`config.mk`:
```
export PLATFORM = sky130hd
export DESIGN_NAME = seg_display_ctrl
export DESIGN_NICKNAME = d
export VERILOG_FILES = /design/src/rtl/seg_display_ctrl.sv
export SDC_FILE = /design/constraint.sdc
export NUM_CORES = 1
export LEC_CHECK = 0
export BUFFER_PORTS_ARGS = -buffer_cell sky130_fd_sc_hd__buf_2
export CORE_MARGIN = 10
export CORE_UTILIZATION = 40
export CTS_CLUSTER_DIAMETER = 150
export CTS_CLUSTER_SIZE = 30
export DETAILED_ROUTE_END_ITERATION = 10
export HOLD_SLACK_MARGIN = 0.02
export SYNTH_ARGS = -nofsm -noshare
export SYNTH_HDL_FRONTEND = slang
export SYNTH_SLANG_ARGS = --single-unit
```
`constraint.sdc`:
```
create_clock -name clk -period 2.6 [get_ports clk]
set_clock_uncertainty 0.2 [all_clocks]
set_input_delay 0.39 -clock clk [delete_from_list [all_inputs] [get_ports clk]]
set_output_delay 0.39 -clock clk [all_outputs]
set_load 0.01 [all_outputs]
```
`src/rtl/seg_display_ctrl.sv`:
```
// seg_display_ctrl: sequencer in front of the single-digit seven-segment decoder.
// Holds the processor-written value, runs a timed clockwise "spinner" animation
// on request, and optionally blinks the static value. All outputs are registered
// and computed from the next-state values, so they track the state registers exactly.
module seg_display_ctrl #(
    parameter int TICK_DIV    = 4,
    parameter int ANIM_LAPS   = 2,
    parameter int BLINK_STEPS = 4
) (
    input  logic       clk,
    input  logic       rst_n,
    input  logic       en_in,
    input  logic       wr_en_in,
    input  logic [4:0] wr_data_in,
    input  logic       anim_req_in,
    input  logic       blink_en_in,
    output logic [4:0] value_out,
    output logic [7:0] bit_array_out,
    output logic       anim_en_out,
    output logic       display_on_out,
    output logic       busy_out
);

    localparam int PW = $clog2(TICK_DIV);
    localparam int LW = (ANIM_LAPS > 1) ? $clog2(ANIM_LAPS) : 1;
    localparam int BW = (BLINK_STEPS > 1) ? $clog2(BLINK_STEPS) : 1;

    localparam logic [PW-1:0] PRESC_MAX = PW'(TICK_DIV - 1);
    localparam logic [PW-1:0] PRESC_ONE = PW'(1);
    localparam logic [LW-1:0] LAP_MAX   = LW'(ANIM_LAPS - 1);
    localparam logic [LW-1:0] LAP_ONE   = LW'(1);
    localparam logic [BW-1:0] BLINK_MAX = BW'(BLINK_STEPS - 1);
    localparam logic [BW-1:0] BLINK_ONE = BW'(1);
    localparam logic [2:0]    STEP_LAST = 3'd5;

    typedef enum logic [1:0] {
        ST_OFF  = 2'd0,
        ST_SHOW = 2'd1,
        ST_SPIN = 2'd2
    } state_t;

    state_t          state_r, state_s;
    logic [PW-1:0]   presc_r, presc_s;
    logic [2:0]      step_r, step_s;
    logic [LW-1:0]   lap_r, lap_s;
    logic [BW-1:0]   blink_cnt_r, blink_cnt_s;
    logic            blink_phase_r, blink_phase_s;
    logic            tick_s;
    logic [4:0]      value_r;
    logic [7:0]      bits_r;
    logic            anim_r;
    logic            disp_r;

    // Next-state logic: priority is display disable, then animation request, then tick.
    always_comb begin
        state_s       = state_r;
        presc_s       = presc_r;
        step_s        = step_r;
        lap_s         = lap_r;
        blink_cnt_s   = '0;
        blink_phase_s = 1'b1;
        tick_s        = (state_r != ST_OFF) && (presc_r == PRESC_MAX);

        if (state_r == ST_OFF) begin
            presc_s = '0;
        end else if (tick_s) begin
            presc_s = '0;
        end else begin
            presc_s = presc_r + PRESC_ONE;
        end

        case (state_r)
            ST_OFF: begin
                if (en_in) begin
                    state_s = ST_SHOW;
                end else begin
                    state_s = ST_OFF;
                end
            end
            ST_SHOW: begin
                if (!en_in) begin
                    state_s = ST_OFF;
                    presc_s = '0;
                end else if (anim_req_in) begin
                    state_s = ST_SPIN;
                    presc_s = '0;
                    step_s  = 3'd0;
                    lap_s   = '0;
                end else if (blink_en_in) begin
                    if (tick_s) begin
                        if (blink_cnt_r == BLINK_MAX) begin
                            blink_cnt_s   = '0;
                            blink_phase_s = ~blink_phase_r;
                        end else begin
                            blink_cnt_s   = blink_cnt_r + BLINK_ONE;
                            blink_phase_s = blink_phase_r;
                        end
                    end else begin
                        blink_cnt_s   = blink_cnt_r;
                        blink_phase_s = blink_phase_r;
                    end
                end else begin
                    state_s = ST_SHOW;
                end
            end
            ST_SPIN: begin
                if (!en_in) begin
                    state_s = ST_OFF;
                    presc_s = '0;
                    step_s  = 3'd0;
                    lap_s   = '0;
                end else if (anim_req_in) begin
                    presc_s = '0;
                    step_s  = 3'd0;
                    lap_s   = '0;
                end else if (tick_s) begin
                    if (step_r == STEP_LAST) begin
                        step_s = 3'd0;
                        if (lap_r == LAP_MAX) begin
                            state_s = ST_SHOW;
                            lap_s   = '0;
                        end else begin
                            lap_s = lap_r + LAP_ONE;
                        end
                    end else begin
                        step_s = step_r + 3'd1;
                    end
                end else begin
                    state_s = ST_SPIN;
                end
            end
            default: begin
                state_s = ST_OFF;
                presc_s = '0;
                step_s  = 3'd0;
                lap_s   = '0;
            end
        endcase
    end

    // State registers and output registers decoded from the next state.
    always_ff @(posedge clk or negedge rst_n) begin
        if (!rst_n) begin
            state_r       <= ST_OFF;
            presc_r       <= '0;
            step_r        <= 3'd0;
            lap_r         <= '0;
            blink_cnt_r   <= '0;
            blink_phase_r <= 1'b1;
            bits_r        <= 8'd0;
            anim_r        <= 1'b0;
            disp_r        <= 1'b0;
        end else begin
            state_r       <= state_s;
            presc_r       <= presc_s;
            step_r        <= step_s;
            lap_r         <= lap_s;
            blink_cnt_r   <= blink_cnt_s;
            blink_phase_r <= blink_phase_s;
            anim_r        <= (state_s == ST_SPIN);
            bits_r        <= (state_s == ST_SPIN) ? (8'd1 << step_s) : 8'd0;
            case (state_s)
                ST_OFF:  disp_r <= 1'b0;
                ST_SPIN: disp_r <= 1'b1;
                ST_SHOW: disp_r <= blink_phase_s;
                default: disp_r <= 1'b0;
            endcase
        end
    end

    // Value register: written in any state, kept through OFF.
    always_ff @(posedge clk or negedge rst_n) begin
        if (!rst_n) begin
            value_r <= 5'd0;
        end else if (wr_en_in) begin
            value_r <= wr_data_in;
        end else begin
            value_r <= value_r;
        end
    end

    assign value_out      = value_r;
    assign bit_array_out  = bits_r;
    assign anim_en_out    = anim_r;
    assign busy_out       = anim_r;
    assign display_on_out = disp_r;

endmodule

```
## Word-level counts from Yosys, hierarchy flattened

Index checks and enable logic that the tools add are counted.

- Register bits after elaboration: 26
- Bits of input ports: 11
- Output and inout port bits: 16
- Logic and storage cells: 78

- $add $sub $neg: 4
- Equality and inequality tests: 12
- Shift operators: 1
- Multiplexer cells: 44
- Bitwise logic cells: 2
- Reductions and logical operators: 5

Operators by type and width:

| operator | number |
|---|---|
| $mux 2 | 18 |
| $mux 3 | 6 |
| $mux 1 | 14 |
| $pmux 3 s3 | 1 |
| $eq 2x2->1 const B | 4 |
| $mux 8 | 1 |
| $ne 4x4->1 const B | 2 |
| $shl 1x3->8 const A | 1 |
| $pmux 2 s3 | 1 |
| $ne 5x5->1 const B | 1 |
| $reduce_and 5->1 | 1 |
| $add 2x1->2 const B | 2 |
| $eq 2x1->1 const B | 2 |
| $ne 2x2->1 const B | 2 |
| $pmux 2 s2 | 1 |
| $add 3x1->3 const B | 1 |
| $eq 3x3->1 const B | 1 |
| $pmux 1 s3 | 1 |
| $logic_not 2->1 | 1 |
| $not 1->1 | 2 |
| $pmux 1 s2 | 1 |
| $reduce_bool 2->1 | 1 |
| $reduce_or 2->1 | 1 |
| $add 1x1->1 const B | 1 |
| $logic_and 1x1->1 | 1 |

## Logic depth before layout (Yosys ltp)

- Depth in word-level cells: 8
- Gate-level depth with buffers: 9
- Mapped depth without buffers: 9

## Worst setup path after synthesis

No wires, ideal clock.

- Path kind: register to register
- From: reg state_r[0]
- To: reg bits_r[2] (netlist: bit_array_out[2])
- Setup time: 0.101 ns
- Arrival time: 1.760 ns
- Required time: 2.299 ns
- Slack: 0.539 ns
- Cell stages (with the launch flop): 10
- Buffers on the path: 0
- Clock period less this slack: 2.061 ns
- Cell sequence: dfrtp_1 inv_1 ha_1 and2b_2 nor2_1 o21a_1 o21a_1 ha_1 o311ai_1 nor4_1

- Longest elaborated chain between the ends: 8
- Elaborated cells between the ends (all ways): 21
- Classes of those cells: eq/ne: 3; shift: 1; mux: 14; reduce/logical: 3

Ends and longest elaborated chain:

| element | RTL line | source |
|---|---|---|
| start: declaration | 42 | `state_t state_r, state_s;` |
| start signal: assignment | 154 | `state_r <= state_s;` |
| $reduce_bool 2->1 | 62 | `tick_s = (state_r != ST_OFF) && (presc_r == PRESC_MAX);` |
| $logic_and 1x1->1 | 62 |  |
| $mux 2 | 116 | `end else if (tick_s) begin` |
| $mux 2 | 112 | `end else if (anim_req_in) begin` |
| $mux 2 | 107 | `if (!en_in) begin` |
| $pmux 2 s3 * | 72 | `case (state_r)` |
| net state_s[1] | 42 |  |
| $eq 2x2->1 * | 161 | `bits_r <= (state_s == ST_SPIN) ? (8'd1 << step_s) : 8'd0;` |
| $mux 8 * | 161 |  |
| end signal: assignment | 161 |  |
| end: declaration | 50 | `logic [7:0] bits_r;` |

Mark *: on every way through the listed nets, which the timed path passes. The rest lies on a longest branch.
A chain may end at the register's enable or synchronous reset.

## Worst setup path in the final report

- From: reg state_r[1]
- To: reg bits_r[2] (netlist: bit_array_out[2])

- Longest elaborated chain between the ends: 8
- Elaborated cells between the ends (all ways): 21
- Classes of those cells: eq/ne: 3; shift: 1; mux: 14; reduce/logical: 3

Ends and longest elaborated chain:

| element | RTL line |
|---|---|
| $mux 2 or $reduce_bool 2->1 (tied branches) | 119, 62 |
| $mux 2 or $logic_and 1x1->1 (tied branches) | 117, 62 |
| $mux 2 | 116 |
| $mux 2 | 112 |
| $mux 2 | 107 |
| $pmux 2 s3 * | 72 |
| net state_s[1] | 42 |
| $eq 2x2->1 * | 161 |
| $mux 8 * | 161 |

Marks and branches as above.

==> flow_summary.toml <==
[critical_path]
critPathKind = "flop to flop"
worstRegToRegCells = 9
endpoint = "bit_array_out[2]"
critPathMaxFanout = 7
cp_data_required_time_ns = 2.62
cp_slowest_cell = "dfrtp_1"
cp_common_cell = "o21a_1"
arrival_ns = 2.45
regToRegEndpoint = "bit_array_out[2]"
worstReg2RegStart = "state_r[1]"
ff2ff_setup_slack_ns = 0.17
start_kind = "flop"
crit_path_start = "state_r[1]"
crit_chain = "inv_1 > ha_2 > and2b_2 > nor2_1 > o21a_1 > o21a_1 > ha_1 > o311ai_2 > nor4_2"
critPathCaptureType = "flop"
cpPeakStageDelay_ns = 0.47

[synth]
async_reset_ff_share_pct = 100.0
synth_cells = 119
ys_types = 42
synth_area_um2 = 1326
syn-num-nets = 138
synth_warnings = 0
synth_top_cell_by_area = "dfrtp_1"
synth_most_common_cell = "dfrtp_1"
synth_area_leaders = "dfrtp_1 47%, ha_1 7.5%, mux2_2 4.2%"
synth-seq-cells = 26
ys_top_cells_by_count = "25 x dfrtp_1, 9 x inv_1, 8 x ha_1, 7 x nor3_1, 6 x nand2_1"
synth-main-ff-cell = "dfrtp_1"
synth_edf_count = 0
syn_area_per_cell_um2 = 11.15
yosys.area.top_type_share_pct = 47.17
ys_seq_area_share_pct = 49.15

[cts]
cts_tree = "yes"
path_clk_slew_ns = 0.15
cts_htree_levels = 1
ctsLongestPathBuffers = 2
cts_setup_buffers = 0
clkSinkCount = 26
cts_buffers = 3
cts-root-buf = "clkbuf_4"
clock_latency_ns = 0.32

[job]
maxCapViolations = 0

[floorplanning]
floorplan.die.height_um = 77.58
ios = 27
dieArea_um2 = 6019
floorplan.initialDensity_pct = 42.74
rows = 20
core_area_um2 = 3103
die_x_um = 77.58

[grt]
grt.total_usage_pct = 9.612
grt_max_degree = 27
busiest_layer = "met2"
gr-usage-met3_pct = 3.111
grt_pass1_vias = 1048
antenna_found_initial = 0
use_met1_pct = 11.94
grtUsageMet2_pct = 15.34
grt_pass1_wl_mm = 4.905
overflow = 0

[run_status]
status = "complete, no violations"

[power_and_ir_drop]
peakVddDrop_mv = 0.1699
total_power_w = 0.0008148
p_leak_nw = 0.7502
power-per-cell-area_nw_per_um2 = 516.5

[timing]
tightest_slew_ns = 0.5833
final.period_utilization_pct = 93.35
hold_viol_final = 0
finalSetupTns_ns = 0
fmax_ghz = 0.4120
drv_slew = 0
setup_violations = 0
rsz0062_at_grt = "false"
max-slew-margin-rel_pct = 61.11
period_needed_ns = 2.427
setup_slack_ns = 0.1730

[hold_path]
worstHoldStart = "wr_data_in[1]"
min_path_type = "input port to flop"

[finish]
nets = 168
drive_above_1_share_pct = 32.43
area_growth_pct = 18.96
fillers = 295
postLayoutCoreUtil_pct = 50.85
register_area_um2 = 651.9
n_antenna_cell = 0
multi_input_area_um2 = 644.4

[detailed_routing]
drt-initial-drc-count = 44
routed_via_density = 5.255
antenna_left = 0
drt-total-wl_mm = 2.918
first_pass_iters = 4
drc = 0
wire_per_inst_um = 15.20
vias = 1009

[placed_design]
dp_slack_ns = 0.2733
gp_routability_congestion = 0.8610
hpwl_mm = 2.244
port_buffers = 26
==> registers in the layout, indices dropped and copies added, names as in the netlist <==
| name | cells |
|---|---|
| blink_phase_r | 1 |
| presc_r | 2 |
| display_on_out | 1 |
| step_r | 3 |
| state_r | 2 |
| blink_cnt_r | 2 |
| bit_array_out | 8 |
| lap_r | 1 |
| value_out | 5 |
| anim_en_out | 1 |
==> area by class of cell <==
class / instances / area share, %
Tap cell: 44 / 3.489
Clock buffer: 3 / 1.427
Clock inverter: 1 / 1.903
Inverter: 9 / 2.141
Sequential cell: 26 / 41.32
Timing Repair Buffer: 27 / 8.882
Multi-Input combinational cell: 82 / 40.84
==> stage by stage <==
step | instance area, um^2 | std cells | hold slack (ns)
2_1_floorplan | 1326 | 119 | -0.1056
3_3_place_gp | 1499 | 187 | 0.2155
3_5_place_dp | 1499 | 187 | 0.2234
4_1_cts | 1562 | 192 | 0.08273
5_1_grt | 1578 | 192 | 0.06818
6_report | 1578 | 192 | 0.09261
==> worst max-delay path, delay by kind of cell, from the launching register on <==
kind                       cells  cell delay (ns)
and+or+nand+nor                3             0.61
DFF                            1             0.47
adders and majority gates      2             0.47
AOI/OAI and AO/OA              3             0.45
buffers and inverters          1             0.12
==> logic make-up after synthesis <==
group | count (synthesis) | synth area share [%]
xor+xnor | 1 | 0.6605
buf+inv | 11 | 3.490
mux | 6 | 5.000
fa+ha+maj | 8 | 7.547
simple gates | 43 | 20.85
compound gates | 24 | 13.30
flops | 26 | 49.15
==> layout by cell type, fill, tap and decap left out, types with 2 or more instances in the layout <==
cell type,n
nand2_1,6
nor2b_1,4
nor4_2,3
nor3_1,7
inv_1,9
nor2_1,5
a21oi_1,5
mux2_2,5
o31a_1,2
ha_1,7
buf_2,26
nand3_1,3
nor4_1,2
o21ai_1,3
nand3b_1,3
o21a_1,2
dfrtp_1,25
clkbuf_4,3
nand2b_1,2
==> power by group <==
group	switching, W	internal [W]	total (W)
Combinational	0.0000637	0.0000468	0.000110
Sequential	0.00000858	0.000419	0.000428
Clock	0.000121	0.000156	0.000277
Total	0.000193	0.000622	0.000815
==> worst min path at each step <==
| stage | end | slack (ns) | cells after the start |
|---|---|---|---|
| floorplan | anim_en_out | -0.11 | 0 |
| global placement | step_r[0] | 0.22 | 1 |
| detailed placement | step_r[0] | 0.22 | 1 |
| CTS | value_out[1] | 0.08 | 2 |
| global route | value_out[1] | 0.07 | 2 |
| finish | value_out[1] | 0.09 | 2 |
==> layer usage <==
metal | routed length (um) | vias to the layer above | share of wire (%)
met5 | 0 | - | 0
met4 | 21 | 0 | 0.72
met3 | 224 | 2 | 7.7
met2 | 1362 | 40 | 47
met1 | 1310 | 479 | 45
li1 | - | 488 | -
==> timing repair <==
item,CTS,global route
endpoints found under the setup margin,0,2
hold buffers,1,0
hold endpoints to repair,25,0
gates resized for setup,0,3
Note: power is estimated with default switching activity, not from simulation.
